**src/rtl/wm_cycle_controller.sv**
```systemverilog
`default_nettype none
// ============================================================================
// Module  : wm_cycle_controller
// Purpose : Command responder for the washing machine control interface.
//           Decodes 3-bit opcodes with an 8-bit operand and sequences the wash
//           program IDLE -> FILL -> WASH -> RINSE -> SPIN -> DONE. Pause,
//           resume and abort are supported. Progress is reported as the
//           remaining ticks of the current phase.
// Ports   : clk      - system clock, rising edge
//           rst      - asynchronous active-high reset
//           ctrl     - command opcode, sampled every rising edge
//           data_in  - command operand (LOAD only)
//           data_out - remaining ticks in phase; wash_len in IDLE/DONE
//           status   - {busy, paused, done, err, zero, state[2:0]}
// Revision: 1.0 - initial release
// ============================================================================
module wm_cycle_controller #(
  parameter int unsigned FILL_TICKS  = 4,
  parameter int unsigned RINSE_TICKS = 4,
  parameter int unsigned SPIN_TICKS  = 3,
  parameter int unsigned TICK_DIV    = 1
) (
  input  logic       clk,
  input  logic       rst,
  input  logic [2:0] ctrl,
  input  logic [7:0] data_in,
  output logic [7:0] data_out,
  output logic [7:0] status
);

  typedef enum logic [2:0] {
    S_IDLE   = 3'd0,
    S_FILL   = 3'd1,
    S_WASH   = 3'd2,
    S_RINSE  = 3'd3,
    S_SPIN   = 3'd4,
    S_DONE   = 3'd5,
    S_PAUSED = 3'd6
  } state_t;

  localparam logic [2:0] C_OP_LOAD   = 3'd1;
  localparam logic [2:0] C_OP_START  = 3'd2;
  localparam logic [2:0] C_OP_PAUSE  = 3'd3;
  localparam logic [2:0] C_OP_RESUME = 3'd4;
  localparam logic [2:0] C_OP_ABORT  = 3'd5;
  localparam logic [2:0] C_OP_CLRERR = 3'd6;
  localparam logic [2:0] C_OP_RSVD   = 3'd7;

  localparam logic [7:0]  C_FILL_LEN  = 8'(FILL_TICKS);
  localparam logic [7:0]  C_RINSE_LEN = 8'(RINSE_TICKS);
  localparam logic [7:0]  C_SPIN_LEN  = 8'(SPIN_TICKS);
  localparam logic [15:0] C_TICK_LAST = 16'(TICK_DIV - 1);

  state_t      state_q, state_d;
  state_t      saved_q, saved_d;
  logic [7:0]  wash_len_q, wash_len_d;
  logic [7:0]  cnt_q, cnt_d;
  logic [15:0] presc_q, presc_d;
  logic        err_q, err_d;

  logic w_active;
  logic w_idle_done;
  logic w_tick;

  assign w_active    = (state_q == S_FILL) || (state_q == S_WASH) ||
                       (state_q == S_RINSE) || (state_q == S_SPIN);
  assign w_idle_done = (state_q == S_IDLE) || (state_q == S_DONE);
  assign w_tick      = w_active && (presc_q == C_TICK_LAST);

  always_ff @(posedge clk or posedge rst) begin
    if (rst) begin
      state_q    <= S_IDLE;
      saved_q    <= S_IDLE;
      wash_len_q <= 8'd0;
      cnt_q      <= 8'd0;
      presc_q    <= 16'd0;
      err_q      <= 1'b0;
    end else begin
      state_q    <= state_d;
      saved_q    <= saved_d;
      wash_len_q <= wash_len_d;
      cnt_q      <= cnt_d;
      presc_q    <= presc_d;
      err_q      <= err_d;
    end
  end

  // Tick processing is evaluated first; a state-changing command below then
  // overwrites state/cnt/prescaler, which is how the same-cycle tick is
  // discarded. Erroring commands only touch err, so the tick still lands.
  always_comb begin
    state_d    = state_q;
    saved_d    = saved_q;
    wash_len_d = wash_len_q;
    cnt_d      = cnt_q;
    presc_d    = presc_q;
    err_d      = err_q;

    if (w_active) begin
      if (w_tick) begin
        presc_d = 16'd0;
        if (cnt_q > 8'd1) begin
          cnt_d = cnt_q - 8'd1;
        end else begin
          case (state_q)
            S_FILL:  begin state_d = S_WASH;  cnt_d = wash_len_q;  end
            S_WASH:  begin state_d = S_RINSE; cnt_d = C_RINSE_LEN; end
            S_RINSE: begin state_d = S_SPIN;  cnt_d = C_SPIN_LEN;  end
            S_SPIN:  begin state_d = S_DONE;  cnt_d = 8'd0;        end
            default: ;
          endcase
        end
      end else begin
        presc_d = presc_q + 16'd1;
      end
    end

    case (ctrl)
      C_OP_LOAD: begin
        if (w_idle_done) wash_len_d = data_in;
        else             err_d      = 1'b1;
      end
      C_OP_START: begin
        if (w_idle_done && (wash_len_q != 8'd0)) begin
          state_d = S_FILL;
          cnt_d   = C_FILL_LEN;
          presc_d = 16'd0;
        end else begin
          err_d = 1'b1;
        end
      end
      C_OP_PAUSE: begin
        if (w_active) begin
          saved_d = state_q;
          state_d = S_PAUSED;
          cnt_d   = cnt_q;
          presc_d = presc_q;
        end else begin
          err_d = 1'b1;
        end
      end
      C_OP_RESUME: begin
        if (state_q == S_PAUSED) begin
          state_d = saved_q;
          cnt_d   = cnt_q;
          presc_d = 16'd0;
        end else begin
          err_d = 1'b1;
        end
      end
      C_OP_ABORT: begin
        state_d = S_IDLE;
        cnt_d   = 8'd0;
        presc_d = 16'd0;
      end
      C_OP_CLRERR: err_d = 1'b0;
      C_OP_RSVD:   err_d = 1'b1;
      default: ;
    endcase
  end

  logic w_busy;
  logic w_zero;

  assign w_busy   = w_active || (state_q == S_PAUSED);
  // A busy phase should never show zero remaining ticks; this flags it.
  assign w_zero   = w_busy && (cnt_q == 8'd0);
  assign data_out = w_idle_done ? wash_len_q : cnt_q;
  assign status   = {w_busy, (state_q == S_PAUSED), (state_q == S_DONE),
                     err_q, w_zero, state_q};

endmodule
`default_nettype wire

```
**config.mk**
```make
export PLATFORM = sky130hd
export DESIGN_NAME = wm_cycle_controller
export DESIGN_NICKNAME = d
export VERILOG_FILES = /design/src/rtl/wm_cycle_controller.sv
export SDC_FILE = /design/constraint.sdc
export NUM_CORES = 1
export LEC_CHECK = 0
export CAP_MARGIN = 25
export CELL_PAD_IN_SITES_DETAIL_PLACEMENT = 0
export CELL_PAD_IN_SITES_GLOBAL_PLACEMENT = 1
export CORE_MARGIN = 4
export CORE_UTILIZATION = 53
export CTS_CLUSTER_DIAMETER = 40
export DETAILED_ROUTE_END_ITERATION = 8
export DONT_BUFFER_PORTS = 1
export GPL_ROUTABILITY_DRIVEN = 0
export PLACE_DENSITY = 0.93
export SLEW_MARGIN = 20
export SYNTH_ARGS = -nofsm -noshare
export SYNTH_HDL_FRONTEND = slang
export SYNTH_SLANG_ARGS = --single-unit
```
**constraint.sdc**
```tcl
create_clock -name clk -period 2.99 [get_ports clk]
set_clock_uncertainty 0.05 [all_clocks]
set_input_delay 0.598 -clock clk [delete_from_list [all_inputs] [get_ports clk]]
set_output_delay 0.598 -clock clk [all_outputs]
set_load 0.01 [all_outputs]
```
==> metrics <==
outcome complete, no violations; Final Setup Violations 0; Final Hold Viols 0; Setup CP Type reg -> out; Synth cell types 69; setup bufs post-CTS 0; fillers 444; final period utilization 0.8994; Antenna diodes 0; simple-gate share of the synthesized area 0.2516; Core Region 4848 sq um; Worst slew margin 0.5042; P_leak 1.170 nW; Total GRT Usage 0.2110; Achievable Freq 0.3719 GHz; post-synthesis compound-gate area fraction 0.1878; RSZ-0062 raised after global routing no; vias in the first global route 2,089; CTS tree yes; xor and xnor area share after synthesis 0.04857; Detail Route Antenna Nets 0; post-layout min period 2.689 ns; Mapped Cells 292; adder-cell share of the synthesized area 0.01850; Worst-Skew Late Latency 0.30 ns; HPWL Detailed 4.434 mm; number of nets in the layout 303; Detailed Route Iter0 Violations 153; die area 6311 sq um; initial core utilization 0.5579; Clock Sinks 39; worst hold path type in -> async; syn_area_per_cell 9.264 sq um; FP Rows 25; hold_buf cts 0; Yosys reg bits 39; Multi-input gate area 1546 sq um; Clk pin slew, worst setup/hold paths 0.07 ns; DRC Markers 0; WL final 5.976 mm; Die H 79.44 um; Hold WS 0.2489 ns; reg2reg setup slack 0.58 ns; Max Transition Viols Final 0; vias per inst 6.031; DR WL/cell 16.88 um; Startpoint Class register; first-pass GRT wire length 10.36 mm; Warnings, synthesis 0; CTS root buf clkbuf_8; Max Cap Viol 0; worst vdd ir 0.6714 mV; port bufs 0; num ports 29; Congestion Overflow GR 0; CTS resizes 0; syn nets 309; initial antenna violation count 0; Die Span X 79.44 um; Data arrival, critical path 2.04 ns; share of layout cells above drive strength 1 0.1638; async set-or-reset flop fraction in the synthesized netlist 1.000; area of the mapped netlist 2705 sq um; largest family of logic cells by synthesized area simple AND/OR/NAND/NOR gates; register area share after synthesis 0.3608; Least-Margin Pin Slew 0.7421 ns; Post-synth EDFFs 0; Layout area overhead 3.654%; Num CTS Buffers 5; CP Capture Type primary output; via count 2,135; Clock H-tree levels 2; 1st-pass router iterations 5; post-route setup TNS 0 ns; top_reg_cell synth dfrtp_1; Pwr Total 2.915 mW; CP max FO 14; CP required 2.34 ns; largest net degree at the start of global routing 40; final design utilization 0.5783; Sequential Area 975.9 sq um; PwrDens 1040 nW/um^2; Clock Path Buffers 2; mux contribution to synthesized area 0.06522
## synthesized netlist by cell type (3+ instances only)
master / number / area (sq um)
nand3_1: 11 / 55.05
nor3b_1: 4 / 30.03
xnor2_1: 9 / 78.83
dfrtp_1: 39 / 975.9
o21ai_1: 3 / 15.01
nor2b_1: 3 / 18.77
o21ai_0: 14 / 70.07
ha_1: 4 / 50.05
nor2_1: 26 / 97.59
inv_1: 12 / 45.04
clkbuf_1: 4 / 15.01
o31ai_1: 5 / 37.54
nand2_1: 24 / 90.09
nor4_1: 5 / 31.28
buf_2: 6 / 30.03
and2_1: 3 / 18.77
xor2_1: 6 / 52.55
buf_6: 3 / 33.78
mux2i_1: 3 / 30.03
or2_2: 4 / 25.02
and3_1: 6 / 37.54
buf_4: 6 / 45.04
nand4_1: 5 / 31.28
mux2_2: 13 / 146.4
a31oi_1: 5 / 31.28
a21oi_1: 9 / 45.04
nor3_1: 12 / 60.06
## stage by stage
| stage | area [sq um] | setup WS, ns | cells |
|---|---|---|---|
| 6_report | 2804 | 0.3009 | 354 |
| 5_1_grt | 2804 | 0.1390 | 354 |
| 3_5_place_dp | 2704 | 0.5763 | 346 |
| 2_1_floorplan | 2705 | 0.6803 | 292 |
| 3_3_place_gp | 2704 | 0.6476 | 346 |
| 4_1_cts | 2804 | 0.2986 | 354 |
## kinds of logic after synthesis
group,count (synthesis)
AO/OA/AOI/OAI,65
XOR/XNOR,15
adder cells (fa/ha/maj),4
buffers and inverters,32
flip-flops,39
multiplexers,16
AND/OR/NAND/NOR,121
## layer usage
layer,routed length (um),share of wire,track usage
met1,2766,0.46,0.2928
met2,2763,0.46,0.3230
met3,381,0.064,0.05982
met4,63,0.011,0.05498
met5,0,0,0
## sequential cells by signal, summed over array words and instances, names as in the netlist
| name | count |
|---|---|
| presc_q | 16 |
| cnt_q | 8 |
| wash_len_q | 8 |
| saved_q | 3 |
| state_q | 3 |
| err_q | 1 |
## critical path: stages, from the launching register on
cell and delay, ns:
dfrtp_1 0.52, xnor2_1 0.35, and2_1 0.45, mux2_2 0.42
## area by class of cell
cell class / instances / area share
sequential: 39 / 0.3481
clock buffer: 8 / 0.03570
timing repair buffer: 7 / 0.01874
inverter: 12 / 0.01606
multi-input combinational: 221 / 0.5515
tap: 67 / 0.02990
## path summary, 6_finish.rpt
| path | start | endpoint | cells past startpoint |
|---|---|---|---|
| worst max-delay path | state_q[0] | data_out[5] | 3 |
| worst min-delay path | rst | presc_q[5] | 2 |
| worst max register to register | state_q[0] | wash_len_q[4] | 4 |
| worst min register to register | saved_q[1] | saved_q[1] | 1 |
| max in group asynchronous | rst | state_q[0] | 2 |
| min in group clk | ctrl[1] | err_q | 1 |
## cells in the final DEF, fill, tap and decap left out, drive strengths merged, types with 2 or more instances in the layout
cell type and count:
or2 5, nor2b 3, nand2 25, nand3 11, a211oi 3, and2 3
a21boi 2, a21oi 10, o21ai 17, buf 7, a31o 2, nor3 13
nand4 5, mux2 13, mux2i 3, a22o 3, a31oi 5, nor4 7
nand2b 2, nor2 26, and3 6, dfrtp 39, o31ai 5, ha 4
inv 12, and3b 2, clkbuf 8, or4 2, and4 2, nor3b 4
xor2 6, xnor2 9, a32oi 2
## power by group
| part | internal (mW) | switching (mW) |
|---|---|---|
| logic | 0.658 | 0.997 |
| clock network | 0.211 | 0.186 |
| registers | 0.670 | 0.194 |
| total | 1.54 | 1.38 |
Note: power is estimated with default switching activity, not from simulation.
